File: src/rtl/switch_debouncer_pkg.sv
`default_nettype none
// ============================================================================
// Module   : switch_debouncer_pkg
// Purpose  : Shared types, default parameters and helpers for the switch
//            debouncer front end.
// Contents : deb_state_e    - per-channel debounce FSM states
//            c_default_*    - default parameter values
//            cnt_width()    - debounce counter width for a given cycle count
// Revision : 1.0 - initial release
// ============================================================================
package switch_debouncer_pkg;

    typedef enum logic [0:0] {
        STABLE   = 1'b0,
        COUNTING = 1'b1
    } deb_state_e;

    localparam int c_default_num_ch          = 2;
    localparam int c_default_debounce_cycles = 1_000_000;
    localparam int c_default_sync_stages     = 2;

    // The counter only ever reaches DEBOUNCE_CYCLES-1, so $clog2 suffices;
    // clamp to one bit so a degenerate count still yields a legal vector.
    function automatic int cnt_width(input int debounce_cycles);
        return (debounce_cycles > 2) ? $clog2(debounce_cycles) : 1;
    endfunction

endpackage
`default_nettype wire

File: src/rtl/switch_debouncer_if.sv
`default_nettype none
// ============================================================================
// Module   : switch_debouncer_if
// Purpose  : Bundles the raw switch inputs and the conditioned outputs of
//            the switch debouncer.
// Signals  : sw_in     - raw asynchronous switch levels
//            level_out - debounced levels (bit0 -> a_in, bit1 -> b_in)
//            rise_out  - one-cycle 0->1 pulse per channel
//            fall_out  - one-cycle 1->0 pulse per channel
//            valid_out - startup settling window has elapsed
// Modports : master - board/consumer side, slave - debouncer side
// Revision : 1.0 - initial release
// ============================================================================
interface switch_debouncer_if
    import switch_debouncer_pkg::*;
#(
    parameter int NUM_CH = c_default_num_ch
);
    logic [NUM_CH-1:0] sw_in;
    logic [NUM_CH-1:0] level_out;
    logic [NUM_CH-1:0] rise_out;
    logic [NUM_CH-1:0] fall_out;
    logic              valid_out;

    modport master (
        output sw_in,
        input  level_out,
        input  rise_out,
        input  fall_out,
        input  valid_out
    );

    modport slave (
        input  sw_in,
        output level_out,
        output rise_out,
        output fall_out,
        output valid_out
    );
endinterface
`default_nettype wire

File: src/rtl/debounce_channel.sv
`default_nettype none
// ============================================================================
// Module   : debounce_channel
// Purpose  : One switch channel: input synchroniser, two-state debounce FSM
//            with persistence counter, and registered edge pulses.
// Ports    : clk_in   - system clock (posedge)
//            rst_n_in - asynchronous active-low reset
//            i_sw     - raw asynchronous switch level
//            i_valid  - startup window elapsed; gates the edge pulses
//            o_level  - debounced level
//            o_rise   - one-cycle pulse on o_level 0->1
//            o_fall   - one-cycle pulse on o_level 1->0
// Revision : 1.0 - initial release
// ============================================================================
module debounce_channel
    import switch_debouncer_pkg::*;
#(
    parameter int DEBOUNCE_CYCLES = c_default_debounce_cycles,
    parameter int SYNC_STAGES     = c_default_sync_stages
) (
    input  wire logic clk_in,
    input  wire logic rst_n_in,
    input  wire logic i_sw,
    input  wire logic i_valid,
    output logic      o_level,
    output logic      o_rise,
    output logic      o_fall
);

    localparam int                 c_cnt_w    = cnt_width(DEBOUNCE_CYCLES);
    localparam logic [c_cnt_w-1:0] c_cnt_last = c_cnt_w'(DEBOUNCE_CYCLES - 1);
    localparam logic [c_cnt_w-1:0] c_cnt_one  = c_cnt_w'(1);

    logic [SYNC_STAGES-1:0] r_sync;
    logic                   w_syn;
    deb_state_e             r_state;
    deb_state_e             w_state_nxt;
    logic [c_cnt_w-1:0]     r_cnt;
    logic [c_cnt_w-1:0]     w_cnt_nxt;
    logic                   r_level;
    logic                   w_level_nxt;
    logic                   w_toggle;
    logic                   r_rise;
    logic                   r_fall;

    // Synchroniser chain; only the final stage is trusted.
    always_ff @(posedge clk_in or negedge rst_n_in) begin
        if (!rst_n_in) begin
            r_sync <= '0;
        end else begin
            r_sync <= {r_sync[SYNC_STAGES-2:0], i_sw};
        end
    end

    assign w_syn = r_sync[SYNC_STAGES-1];

    always_ff @(posedge clk_in or negedge rst_n_in) begin
        if (!rst_n_in) begin
            r_state <= STABLE;
            r_cnt   <= '0;
            r_level <= 1'b0;
            r_rise  <= 1'b0;
            r_fall  <= 1'b0;
        end else begin
            r_state <= w_state_nxt;
            r_cnt   <= w_cnt_nxt;
            r_level <= w_level_nxt;
            // Pulses share the edge on which the level flips, and are held
            // off until the startup window has closed.
            r_rise  <= w_toggle &  w_level_nxt & i_valid;
            r_fall  <= w_toggle & ~w_level_nxt & i_valid;
        end
    end

    always_comb begin
        w_state_nxt = r_state;
        w_cnt_nxt   = r_cnt;
        w_level_nxt = r_level;
        w_toggle    = 1'b0;
        case (r_state)
            STABLE: begin
                w_cnt_nxt = '0;
                if (w_syn != r_level) begin
                    w_state_nxt = COUNTING;
                    w_cnt_nxt   = c_cnt_one;
                end
            end
            COUNTING: begin
                if (w_syn == r_level) begin
                    // Excursion ended early: discard progress.
                    w_state_nxt = STABLE;
                    w_cnt_nxt   = '0;
                end else if (r_cnt == c_cnt_last) begin
                    w_state_nxt = STABLE;
                    w_cnt_nxt   = '0;
                    w_level_nxt = ~r_level;
                    w_toggle    = 1'b1;
                end else begin
                    w_cnt_nxt = r_cnt + c_cnt_one;
                end
            end
            default: begin
                w_state_nxt = STABLE;
                w_cnt_nxt   = '0;
            end
        endcase
    end

    assign o_level = r_level;
    assign o_rise  = r_rise;
    assign o_fall  = r_fall;

endmodule
`default_nettype wire

File: src/rtl/switch_debouncer.sv
`default_nettype none
// ============================================================================
// Module   : switch_debouncer
// Purpose  : Conditions NUM_CH mechanical switches for the adder datapath:
//            synchronises and debounces each channel, emits edge pulses and
//            a startup-settled flag.
// Ports    : clk_in   - system clock (posedge)
//            rst_n_in - asynchronous active-low reset
//            bus      - switch_debouncer_if.slave (sw_in in; level_out,
//                       rise_out, fall_out, valid_out out)
// Revision : 1.0 - initial release
// ============================================================================
module switch_debouncer
    import switch_debouncer_pkg::*;
#(
    parameter int NUM_CH          = c_default_num_ch,
    parameter int DEBOUNCE_CYCLES = c_default_debounce_cycles,
    parameter int SYNC_STAGES     = c_default_sync_stages
) (
    input  wire logic         clk_in,
    input  wire logic         rst_n_in,
    switch_debouncer_if.slave bus
);

    // Startup window matches the worst-case time for an input already
    // asserted at reset to reach level_out.
    localparam int                   c_start_total = SYNC_STAGES + DEBOUNCE_CYCLES;
    localparam int                   c_start_w     = $clog2(c_start_total);
    localparam logic [c_start_w-1:0] c_start_last  = c_start_w'(c_start_total - 1);
    localparam logic [c_start_w-1:0] c_start_one   = c_start_w'(1);

    logic [c_start_w-1:0] r_start_cnt;
    logic                 r_valid;
    logic [NUM_CH-1:0]    w_level;
    logic [NUM_CH-1:0]    w_rise;
    logic [NUM_CH-1:0]    w_fall;

    always_ff @(posedge clk_in or negedge rst_n_in) begin
        if (!rst_n_in) begin
            r_start_cnt <= '0;
            r_valid     <= 1'b0;
        end else if (!r_valid) begin
            if (r_start_cnt == c_start_last) begin
                r_valid <= 1'b1;
            end else begin
                r_start_cnt <= r_start_cnt + c_start_one;
            end
        end
    end

    generate
        for (genvar g = 0; g < NUM_CH; g++) begin : g_channel
            debounce_channel #(
                .DEBOUNCE_CYCLES (DEBOUNCE_CYCLES),
                .SYNC_STAGES     (SYNC_STAGES)
            ) u_channel (
                .clk_in   (clk_in),
                .rst_n_in (rst_n_in),
                .i_sw     (bus.sw_in[g]),
                .i_valid  (r_valid),
                .o_level  (w_level[g]),
                .o_rise   (w_rise[g]),
                .o_fall   (w_fall[g])
            );
        end
    endgenerate

    assign bus.level_out = w_level;
    assign bus.rise_out  = w_rise;
    assign bus.fall_out  = w_fall;
    assign bus.valid_out = r_valid;

endmodule
`default_nettype wire

File: src/flat_wrapper.sv
// flat-port wrapper written by rule: the top's interface ports become plain ports
module switch_debouncer_flat import switch_debouncer_pkg::*;
#(
    parameter int NUM_CH          = c_default_num_ch,
    parameter int DEBOUNCE_CYCLES = c_default_debounce_cycles,
    parameter int SYNC_STAGES     = c_default_sync_stages
)
  (clk_in, rst_n_in, bus_sw_in, bus_level_out, bus_rise_out, bus_fall_out, bus_valid_out);
  switch_debouncer_if #(.NUM_CH(NUM_CH)) bus_i ();
  input  wire logic clk_in;
  input  wire logic rst_n_in;
  input wire logic [$bits(bus_i.sw_in)-1:0] bus_sw_in;
  output wire logic [$bits(bus_i.level_out)-1:0] bus_level_out;
  output wire logic [$bits(bus_i.rise_out)-1:0] bus_rise_out;
  output wire logic [$bits(bus_i.fall_out)-1:0] bus_fall_out;
  output wire logic [$bits(bus_i.valid_out)-1:0] bus_valid_out;
  assign bus_i.sw_in = bus_sw_in;
  assign bus_level_out = bus_i.level_out;
  assign bus_rise_out = bus_i.rise_out;
  assign bus_fall_out = bus_i.fall_out;
  assign bus_valid_out = bus_i.valid_out;
  switch_debouncer #(.NUM_CH(NUM_CH), .DEBOUNCE_CYCLES(DEBOUNCE_CYCLES), .SYNC_STAGES(SYNC_STAGES)) u_core (.clk_in(clk_in), .rst_n_in(rst_n_in), .bus(bus_i));
endmodule
File: config.mk
export PLATFORM = sky130hd
export DESIGN_NAME = switch_debouncer_flat
export DESIGN_NICKNAME = d
export VERILOG_FILES = /design/src/rtl/switch_debouncer_pkg.sv /design/src/rtl/switch_debouncer_if.sv /design/src/rtl/debounce_channel.sv /design/src/rtl/switch_debouncer.sv /design/src/flat_wrapper.sv
export SDC_FILE = /design/constraint.sdc
export NUM_CORES = 1
export LEC_CHECK = 0
export CAP_MARGIN = 5
export CELL_PAD_IN_SITES_DETAIL_PLACEMENT = 1
export CELL_PAD_IN_SITES_GLOBAL_PLACEMENT = 1
export CORE_UTILIZATION = 45
export DETAILED_ROUTE_END_ITERATION = 16
export DONT_BUFFER_PORTS = 1
export PLACE_DENSITY_LB_ADDON = 0.05
export SYNTH_ARGS = -nofsm -noshare
export SYNTH_HDL_FRONTEND = slang
export SYNTH_SLANG_ARGS = --single-unit
export TNS_END_PERCENT = 5
File: constraint.sdc
create_clock -name clk_in -period 3.5 [get_ports clk_in]
set_input_delay 0.175 -clock clk_in [delete_from_list [all_inputs] [get_ports clk_in]]
set_output_delay 0.175 -clock clk_in [all_outputs]
set_load 0.02 [all_outputs]
# Word level (Yosys, flattened, before mapping)
# Cells that the tools add are included.
[op_classes] n_eq_ne=7 mux=30 add_sub_neg=3 reduce_logical=1 n_bitwise=16
[op_table] operator="$mux W20" n=4
[op_table] operator="$pmux W20 S2" n=2
[op_table] operator="$add A20 B1 Y20 const B" n=3
[op_table] operator="$eq A20 B20 Y1 const B" n=3
[op_table] operator="$mux W1" n=22
[op_table] operator="$and A1 B1 Y1" n=8
[op_table] operator="$not A1 Y1" n=8
[op_table] operator="$pmux W1 S2" n=2
[op_table] operator="$eq A1 B1 Y1" n=2
[op_table] operator="$ne A1 B1 Y1" n=2
[op_table] operator="$reduce_and A2 Y1" n=1
[totals] out_inout_bits=7 inputBits=4 register_bits=73

# Depth between registers and ports, before layout
# Gate-level depths: netlist (run 1).
[logic_depth] word_depth=7 depth_mapped=6 ltp_nobuf=6

# Modules after synthesis
# Synthesis (run 1) repeated with hierarchy kept, for this count alone.
[unflattened] hier_cells=346 area_unflattened_um2=3599.7
[by_module_without_submodules] mod="debounce_channel" area_each_um2=1243.7 n_inst=2 cells_per_inst=121 seq_area_each_um2=650.6
[by_module_without_submodules] mod="switch_debouncer" area_each_um2=1112.3 n_inst=1 cells_per_inst=104 seq_area_each_um2=525.5

# Worst setup path before layout (run 1)
# No wires, ideal clock.
[synth_timing] path_kind="reg2reg" startpoint="register u_core.g_channel[0].u_channel.r_cnt[0]" endpoint="register u_core.g_channel[0].u_channel.r_level" path_buffers=0 arrival_ns=1.758 slack_ns=1.615 stages_incl_launch_ff=6 setup_ns=0.128 cell_sequence="dfrtp_1 ha_1 nand2_1 or4_4 nor3_2 mux2_1"
[synth_via] elab_chain_cells=4
[synth_lines] item="start, declared" line_no="debounce_channel.sv:38" source="logic [c_cnt_w-1:0] r_cnt;"
[synth_lines] item="start signal, assigned" line_no="debounce_channel.sv:66" source="r_cnt <= w_cnt_nxt;"
[synth_lines] item="$eq A20 B20 Y1" line_no="debounce_channel.sv:93" source="end else if (r_cnt == c_cnt_last) begin"
[synth_lines] item="$mux W1" line_no="debounce_channel.sv:93"
[synth_lines] item="$mux W1" line_no="debounce_channel.sv:89" source="if (w_syn == r_level) begin"
[synth_lines] item="$mux W1" line_no="debounce_channel.sv:80" source="case (r_state)"
[synth_lines] item="net u_core.g_channel[0].u_channel.w_level_nxt" line_no="debounce_channel.sv:41" source="logic w_level_nxt;"
[synth_lines] item="end signal, assigned" line_no="debounce_channel.sv:67" source="r_level <= w_level_nxt;"
[synth_lines] item="end, declared" line_no="debounce_channel.sv:40" source="logic r_level;"
# The timed path passes the listed nets, and every way through them passes these cells.
# A chain may end at the register's enable or synchronous reset.

# Final worst setup path (run 1)
# Same ends and word-level chain as after synthesis.

==> results_dict.tcl, run 1 <==
set metrics [dict create \
    path_clk_slew_ps 80 \
    finalHoldViolations 0 \
    grt_max_degree 74 \
    first_pass_iters 4 \
    vias_per_cell 5.59 \
    path_class "reg2reg" \
    numPortBuffers 0 \
    vias 2504 \
    area_growth_pct 9.06 \
    post-route-period-util 0.583 \
    cts_tree "done" \
    cp-end-kind "flip-flop" \
    cts_buffers 9 \
    worstSetupStartpoint "u_core.g_channel[0].u_channel.r_cnt[0]" \
    die_area_sq_mm 0.00824 \
    hold_class "in2async" \
    dpl.hpwl_mm 4.84 \
    p_leak_nw 1.59 \
    maxSlewHeadroom 0.459 \
    final_area_sq_mm 0.00387 \
    ys_seq_area_frac 0.515 \
    crit_chain "ha_1 -> nand2_1 -> or4_4 -> nor3_2 -> mux2_1" \
    grt_first_pass_wirelength_mm 12.3 \
    tightest_slew_ps 812 \
    synth_edf_count 0 \
    grt_usage 0.192 \
    finalSetupViolCount 0 \
    mostFrequentLayoutCells "dfrtp_1, nor2_1, xor2_1" \
    tns_ps 0 \
    cts-root-buf "clkbuf_8" \
    crit_slowest_cell "or4_4" \
    path_buf_inv 0 \
    worst_ep_required_time_ps 3740 \
    synthCells 341 \
    start_kind "flip-flop" \
    drc 0 \
    core_area_sq_mm 0.00769 \
    yosys.area.top_type "dfrtp_1" \
    synth.area.top_cells "dfrtp_1, xor2_1, nor2_1, xnor2_1, nand3_1" \
    clock_path_buffers 2 \
    slowest_delay_ps 560 \
    status "finished, final reports clean" \
    post_drt_wl_per_cell_microns 16.3 \
    worstPathMaxFanout 5 \
    met1_usage 0.240 \
    period_needed_ps 2040 \
    nFillCells 868 \
    cpLargestDelayFamily "simple AND/OR/NAND/NOR gates" \
    reg2reg_from "u_core.g_channel[0].u_channel.r_cnt[0]" \
    vdd_ir_drop_max_v 0.000179 \
    start_util 0.462 \
    grt-busiest-layer "met2" \
    synth_ff_type "dfrtp_1" \
    cts_setup_buffers 0 \
    grt_util_met2 0.314 \
    clock_latency_ps 350 \
    h-tree-depth 3 \
    grt_pass1_vias 2536 \
    place.gp.congestion 0.745 \
    crit_arrival_ps 2280 \
    place_area_sq_mm 0.00358 \
    n_antenna_cell 0 \
    die_height_microns 90.8 \
    powerDensity_mw_per_mm2 427 \
    synth_nets 349 \
    first_iter_violations 55 \
    clock.fmax_mhz 490 \
    placementRows 32 \
    synthArstFlopShare 1.00 \
    final_nets 349 \
    avgSynthCellArea_sq_um 10.4 \
    layout_commonest_cell "dfrtp_1" \
    drive_above_1_share 0.0867 \
    numClockSinks 73 \
    drt_wl_total_mm 7.32 \
    ys_ff_latch 73 \
    cap_violations 0 \
    io_pins 11 \
    synth_top_area_frac 0.515 \
    grt_use_met3 0.0345 \
    antenna_found_initial 0 \
    synth_cell_types 44 \
    skew_ps 12.2 \
    die_w_microns 90.8 \
    syn_area_sq_mm 0.00355 \
    yosysWarnings 0 \
    grt_setup_unrepaired "false" \
    drv_slew 0 \
    grt-ovfl-total 0 \
    ant_nets 0 \
]
sequential cells by signal, indices dropped and copies added (netlist names):
signal                              flops
u_core.g_channel.u_channel.o_fall       2
u_core.g_channel.u_channel.r_sync       4
u_core.r_start_cnt                     20
u_core.g_channel.u_channel.o_level      2
u_core.g_channel.u_channel.r_state      2
u_core.bus.valid_out                    1
u_core.g_channel.u_channel.r_cnt       40
u_core.g_channel.u_channel.o_rise       2
cell type report:
| class | count | area, sq um | area share |
|---|---|---|---|
| clock buffer | 10 | 138 | 0.0356 |
| sequential | 73 | 1830 | 0.472 |
| clock inverter | 6 | 90.1 | 0.0233 |
| inverter | 10 | 37.5 | 0.00970 |
| timing repair buffer | 4 | 57.6 | 0.0149 |
| tap | 102 | 128 | 0.0330 |
| multi-input combinational | 243 | 1590 | 0.412 |
per-stage QoR:
step	hold WS, ps	power, W	instances	utilization	setup slack [ps]
final	356	0.00165	448	0.503	1460
after global routing	368	0.00172	448	0.503	1290
after CTS	355	0.00168	448	0.503	1430
after detailed placement	-119	0.000893	428	0.466	1450
after global placement	-119	0.000893	428	0.466	1470
after floorplan	-121	0.000888	341	-	1610
per-layer routing:
layer	up-vias	share of wire
met2	21	0.47
met5	-	0
met4	0	0.026
met3	16	0.019
met1	1256	0.49
li1	1211	-
path summary, 6_finish.rpt:
kind                                                                 to  slack, ps  cells past startpoint
worst min-delay path                              u_core.r_start_cnt[5]        360                      2
worst max-delay path              u_core.g_channel[0].u_channel.o_level       1460                      5
max in group asynchronous       u_core.g_channel[1].u_channel.r_cnt[10]       2830                      2
worst max register to register    u_core.g_channel[0].u_channel.o_level       1460                      5
worst min register to register  u_core.g_channel[0].u_channel.r_sync[1]        360                      0
min in group clk_in             u_core.g_channel[0].u_channel.r_sync[1]        360                      0
synthesized netlist by cell type, drive strengths merged (10+ instances only):
cell / count
a21oi: 13
buf: 12
dfrtp: 73
inv: 10
nand2: 23
nand3: 23
nand4: 12
nor2: 33
nor3: 12
o21ai: 12
or3: 10
xnor2: 14
xor2: 25
report_power, final:
part / switching, W / internal, W / total (W)
Sequential: 0.00000662 / 0.000849 / 0.000856
Combinational: 0.0000301 / 0.0000118 / 0.0000419
Clock: 0.000332 / 0.000423 / 0.000755
cell families after synthesis:
kind of cell	count (synthesis)	synth area share
AND/OR/NAND/NOR	155	0.252
flip-flops	73	0.515
AO/OA/AOI/OAI	42	0.0776
XOR/XNOR	39	0.0963
buffers and inverters	25	0.0363
adder cells (fa/ha/maj)	4	0.0141
multiplexers	3	0.00917
timing repair:
item,in CTS,in global routing
hold buffers,4,0
hold endpoints to repair,75,0
resized for setup,0,0
Power figures use the tool's default switching activity.
==> inputs of run 2 (changes only) <==
- clock period: 3.5 -> 1.8 ns (I/O delays scaled with it)
==> run 2 against run 1 <==
Effect of this change: design area rose by 6.2%; sequential power rose by 95%; critical path type unchanged; first-iteration DRC count rose by 3.6%; routed wire length rose by 3.8%; count of clock-buffer cells in the layout fell by 1; critical path depth fell by 1; critical endpoint is now u_core.g_channel[1].u_channel.r_cnt[17].
==> results_dict.tcl, run 2 (same netlist as run 1, synthesis figures left out) <==
set metrics [dict create \
    p_sw_w 0.000743 \
    die_w_microns 90.8 \
    cts_buffers 9 \
    power.total_w 0.00294 \
    first_iter_violations 57 \
    final_nets 376 \
    clock_path_buffers 2 \
    grt_pass1_vias 2779 \
    place.gp.congestion 0.759 \
    finalSetupViolCount 0 \
    slowest_delay_ps 560 \
    drv_slew 0 \
    layout_commonest_cell "dfrtp_1" \
    numClockSinks 73 \
    switching_share 0.253 \
    powerDensity_mw_per_mm2 715 \
    vias_per_cell 5.51 \
    grt_first_pass_wirelength_mm 13.5 \
    cp-end-kind "flip-flop" \
    worstHoldPathCells 1 \
    path_buf_inv 0 \
    final_area_sq_mm 0.00411 \
    crit_cells 4 \
    drc 0 \
    clock_latency_ps 350 \
    cpLargestDelayFamily "simple AND/OR/NAND/NOR gates" \
    placementRows 32 \
    status "finished, final reports clean" \
    crit_arrival_ps 2010 \
    vdd_ir_drop_max_v 0.000462 \
    path_clk_slew_ps 90 \
    mostFrequentLayoutCells "dfrtp_1, nor2_1, buf_4" \
    layoutNonFillerInstCount 475 \
    grt_usage 0.210 \
    grt_max_degree 74 \
    grt-ovfl-total 0 \
    place_area_sq_mm 0.00379 \
    io_pins 11 \
    ant_nets 0 \
    worst_ep_required_time_ps 2070 \
    die_area_sq_mm 0.00824 \
    tns_ps 0 \
    worst_hold_slack_ps 286 \
    crit_slowest_cell "or4_4" \
    vias 2618 \
    dpl.hpwl_mm 5.12 \
    worstPathMaxFanout 5 \
    finalHoldViolations 0 \
    drt_wl_total_mm 7.60 \
    h-tree-depth 3 \
    n_antenna_cell 0 \
    post-route-period-util 0.967 \
    grt_setup_unrepaired "true" \
    path_class "reg2reg" \
    largest-register "u_core.g_channel.u_channel.r_cnt" \
    area_growth_pct 15.9 \
    cap_violations 0 \
    grt-busiest-layer "met2" \
    placed_cells 453 \
    intPower_w 0.00220 \
    period_needed_ps 1740 \
    clock.fmax_mhz 574 \
    cts-root-buf "clkbuf_8" \
    skew_ps 9.24 \
    crit_chain "nand4_4 -> or4_4 -> or3_1 -> a21oi_1" \
    combinationalPowerShare 0.034 \
    drive_above_1_share 0.188 \
    grt_util_met2 0.344 \
    numPortBuffers 0 \
    maxSlewHeadroom 0.734 \
    reg_top3 "u_core.g_channel.u_channel.r_cnt: 40 flops, u_core.r_start_cnt: 20 flops, u_core.g_channel.u_channel.r_sync: 4 flops" \
    die_height_microns 90.8 \
    clockPowerShare 0.399 \
    antenna_found_initial 0 \
    seq_power_share 0.567 \
    reg2regPathDepth 4 \
    hold_class "in2reg" \
    grt_use_met3 0.0564 \
    first_pass_iters 5 \
    start_kind "flip-flop" \
    post_drt_wl_per_cell_microns 16.0 \
    tightest_slew_ps 395 \
    p_leak_nw 1.70 \
    cts_tree "done" \
    core_area_sq_mm 0.00769 \
    met1_usage 0.274 \
    start_util 0.462 \
    largest_reg_flops 40 \
]
run 2: final cells by class:
| cell class | instances | area, sq um |
|---|---|---|
| fill | 846 | 3580 |
| tap | 102 | 128 |
| timing repair buffer | 31 | 273 |
| sequential | 73 | 1840 |
| inverter | 10 | 37.5 |
| clock inverter | 7 | 56.3 |
| clock buffer | 9 | 124 |
| multi-input combinational | 243 | 1660 |
run 2: worst paths after layout:
path | start | end | slack, ps
worst max-delay path | u_core.g_channel[1].u_channel.r_cnt[10] | u_core.g_channel[1].u_channel.r_cnt[17] | 60
min in group asynchronous | rst_n_in | u_core.r_start_cnt[2] | 310
worst max register to register | u_core.g_channel[1].u_channel.r_cnt[10] | u_core.g_channel[1].u_channel.r_cnt[17] | 60
max in group asynchronous | rst_n_in | u_core.g_channel[1].u_channel.r_cnt[8] | 1160
worst min register to register | u_core.g_channel[0].u_channel.r_sync[0] | u_core.g_channel[0].u_channel.r_sync[1] | 370
worst min-delay path | bus_sw_in[0] | u_core.g_channel[0].u_channel.r_sync[0] | 290
run 2: power by group through the flow:
stage | logic, W | registers, W | clock network (W)
finish | 0.000100 | 0.00167 | 0.00117
floorplan | 0.0000332 | 0.00169 | 0
global route | 0.000118 | 0.00167 | 0.00128
detailed placement | 0.0000559 | 0.00170 | 0
global placement | 0.0000539 | 0.00170 | 0
CTS | 0.000103 | 0.00166 | 0.00123
run 2: per-stage QoR:
step                       util  worst slack [ps]
after floorplan               -              84.3
after global placement    0.493              74.0
after detailed placement  0.493              17.1
after CTS                 0.525              13.8
after global routing      0.535             -30.2
final                     0.535              58.5
run 2: layer usage:
metal | up-vias | part of all wire | routed length [microns]
met4 | 0 | 0.0080 | 61
met2 | 27 | 0.50 | 3780
met3 | 6 | 0.027 | 207
met5 | - | 0 | 0
li1 | 1274 | - | -
met1 | 1311 | 0.47 | 3550
run 2: repair_timing:
action                                  in CTS  in global routing
buffers inserted                             0                  2
pin swaps                                    0                  2
cloned                                       0                  0
hold buffers                                 4                  0
endpoints found under the setup margin       1                 18
endpoints found under the hold margin       75                  0
gates resized for setup                      1                 15
==> inputs of run 3 (changes only) <==
- CORE_ASPECT_RATIO: unset -> 0.7
==> run 3 against run 2 <==
Effect of this change: routed wire length up 5.3%; sequential share of layout area down 0.22 points; critical path depth up 1; combinational power about the same; count of clock-buffer cells in the layout up 2; worst hold slack worse by 4.8 ps; critical path type unchanged; non-clock buffer count up 3; critical endpoint is now u_core.g_channel[0].u_channel.r_cnt[14]; register-to-register slack worse by 40 ps; global-route usage up 1.0 points.
==> results_dict.tcl, run 3 (same netlist as run 1, synthesis figures left out) <==
set metrics [dict create \
    numClockSinks 73 \
    final_nets 379 \
    io_pins 11 \
    cts_tree "done" \
    place.gp.congestion 0.739 \
    maxSlewHeadroom 0.681 \
    mostFrequentLayoutCells "dfrtp_1, nor2_1, buf_4" \
    p_leak_nw 1.74 \
    clock.fmax_mhz 562 \
    drive_above_1_share 0.189 \
    grt_setup_unrepaired "true" \
    grt_usage 0.220 \
    die_w_microns 108 \
    vias_per_cell 5.59 \
    grt_pass1_vias 2717 \
    grt-ovfl-total 0 \
    crit_arrival_ps 2050 \
    path_class "reg2reg" \
    area_growth_pct 16.3 \
    finalSetupViolCount 0 \
    antenna_found_initial 0 \
    tightest_slew_ps 474 \
    seqCellArea_sq_mm 0.00183 \
    drv_slew 0 \
    period_needed_ps 1780 \
    largest-register "u_core.g_channel.u_channel.r_cnt" \
    first_pass_iters 4 \
    drc 0 \
    cts-root-buf "clkbuf_8" \
    largest_reg_flops 40 \
    post_drt_wl_per_cell_microns 16.9 \
    ant_nets 0 \
    clock_path_buffers 2 \
    placed_cells 454 \
    die_area_sq_mm 0.00825 \
    reg_top3 "u_core.g_channel.u_channel.r_cnt: 40 flops, u_core.r_start_cnt: 20 flops, u_core.g_channel.u_channel.r_sync: 4 flops" \
    post-route-period-util 0.989 \
    finalHoldViolations 0 \
    first_iter_violations 106 \
    path_clk_slew_ps 80 \
    status "finished, final reports clean" \
    start_util 0.476 \
    n_antenna_cell 0 \
    dpl.hpwl_mm 5.38 \
    clock_latency_ps 360 \
    placementRows 26 \
    cp-end-kind "flip-flop" \
    cts_setup_buffers 0 \
    numPortBuffers 0 \
    multi_input_area_sq_mm 0.00162 \
    grt_first_pass_wirelength_mm 13.8 \
    tns_ps 0 \
    nFillCells 793 \
    vdd_ir_drop_max_v 0.000697 \
    worst_ep_required_time_ps 2070 \
    core_area_sq_mm 0.00745 \
    worstPathMaxFanout 7 \
    cap_violations 0 \
    cts_buffers 9 \
    worst_hold_slack_ps 281 \
    h-tree-depth 3 \
    start_kind "flip-flop" \
    die_height_microns 76.3 \
    powerDensity_mw_per_mm2 753 \
    skew_ps 6.90 \
    layoutNonFillerInstCount 473 \
    grt_max_degree 74 \
    hold_class "in2reg" \
    layout_commonest_cell "dfrtp_1" \
    vias 2642 \
    drt_wl_total_mm 8.00 \
]
## run 3: cell types whose count changed in the layout (fill, tap and decap cells not counted), sizes merged
cell	previous run	this run
clkinvlp	4	1
buf	28	31
clkbuf	9	11
clkinv	2	1
bufinv	0	1
## run 3: critical path, stage by stage (launching register included)
cell     delay [ps]
dfrtp_1         400
ha_2            230
and2_1          210
nand2_2         140
or4_1           520
a21oi_1         190
## run 3: per-layer routing
layer,vias up,part of all wire,global-route usage,wire length (microns)
li1,1272,-,-,-
met2,26,0.45,0.327,3570
met1,1335,0.52,0.311,4130
met5,-,0,0,0
met3,9,0.025,0.0624,199
met4,0,0.012,0.0658,93
## run 3: power breakdown
part / switching [W] / internal [W] / leakage, nW
sequential: 0.0000121 / 0.00165 / 0.980
clock: 0.000630 / 0.000711 / 0.102
combinational: 0.0000648 / 0.0000367 / 0.660
## run 3: timing repair
action | CTS | global route
endpoints found under the hold margin | 75 | 0
hold buffers | 4 | 0
endpoints found under the setup margin | 2 | 30
gates resized for setup | 2 | 9
## run 3: final cells by class
type,instances,share of cell area
flip-flops and latches,73,0.444
multi-input cells,243,0.393
repair buffers,34,0.0746
clock buffers,11,0.0367
well taps,98,0.0297
clock inverters,4,0.0124
inverters,10,0.00910
## run 3: final timing paths
check	slack, ps	from	cells past startpoint	end
min in group asynchronous	300	rst_n_in	2	u_core.g_channel[1].u_channel.r_cnt[15]
hold reg to reg	360	u_core.g_channel[0].u_channel.r_sync[0]	0	u_core.g_channel[0].u_channel.r_sync[1]
max in group asynchronous	1190	rst_n_in	2	u_core.g_channel[1].u_channel.r_cnt[9]
setup / recovery	20	u_core.g_channel[0].u_channel.r_cnt[1]	5	u_core.g_channel[0].u_channel.r_cnt[14]
hold / removal	280	bus_sw_in[0]	1	u_core.g_channel[0].u_channel.r_sync[0]
setup reg to reg	20	u_core.g_channel[0].u_channel.r_cnt[1]	5	u_core.g_channel[0].u_channel.r_cnt[14]
## run 3: per-stage QoR
stage	instance area (sq um)	power, W	setup slack (ps)	util
after floorplan	3560	0.00173	84.3	-
after global placement	3840	0.00175	82.0	0.515
after detailed placement	3840	0.00175	28.9	0.515
after CTS	4110	0.00315	3.90	0.551
after global routing	4130	0.00323	-57.6	0.554
final	4130	0.00311	19.9	0.554
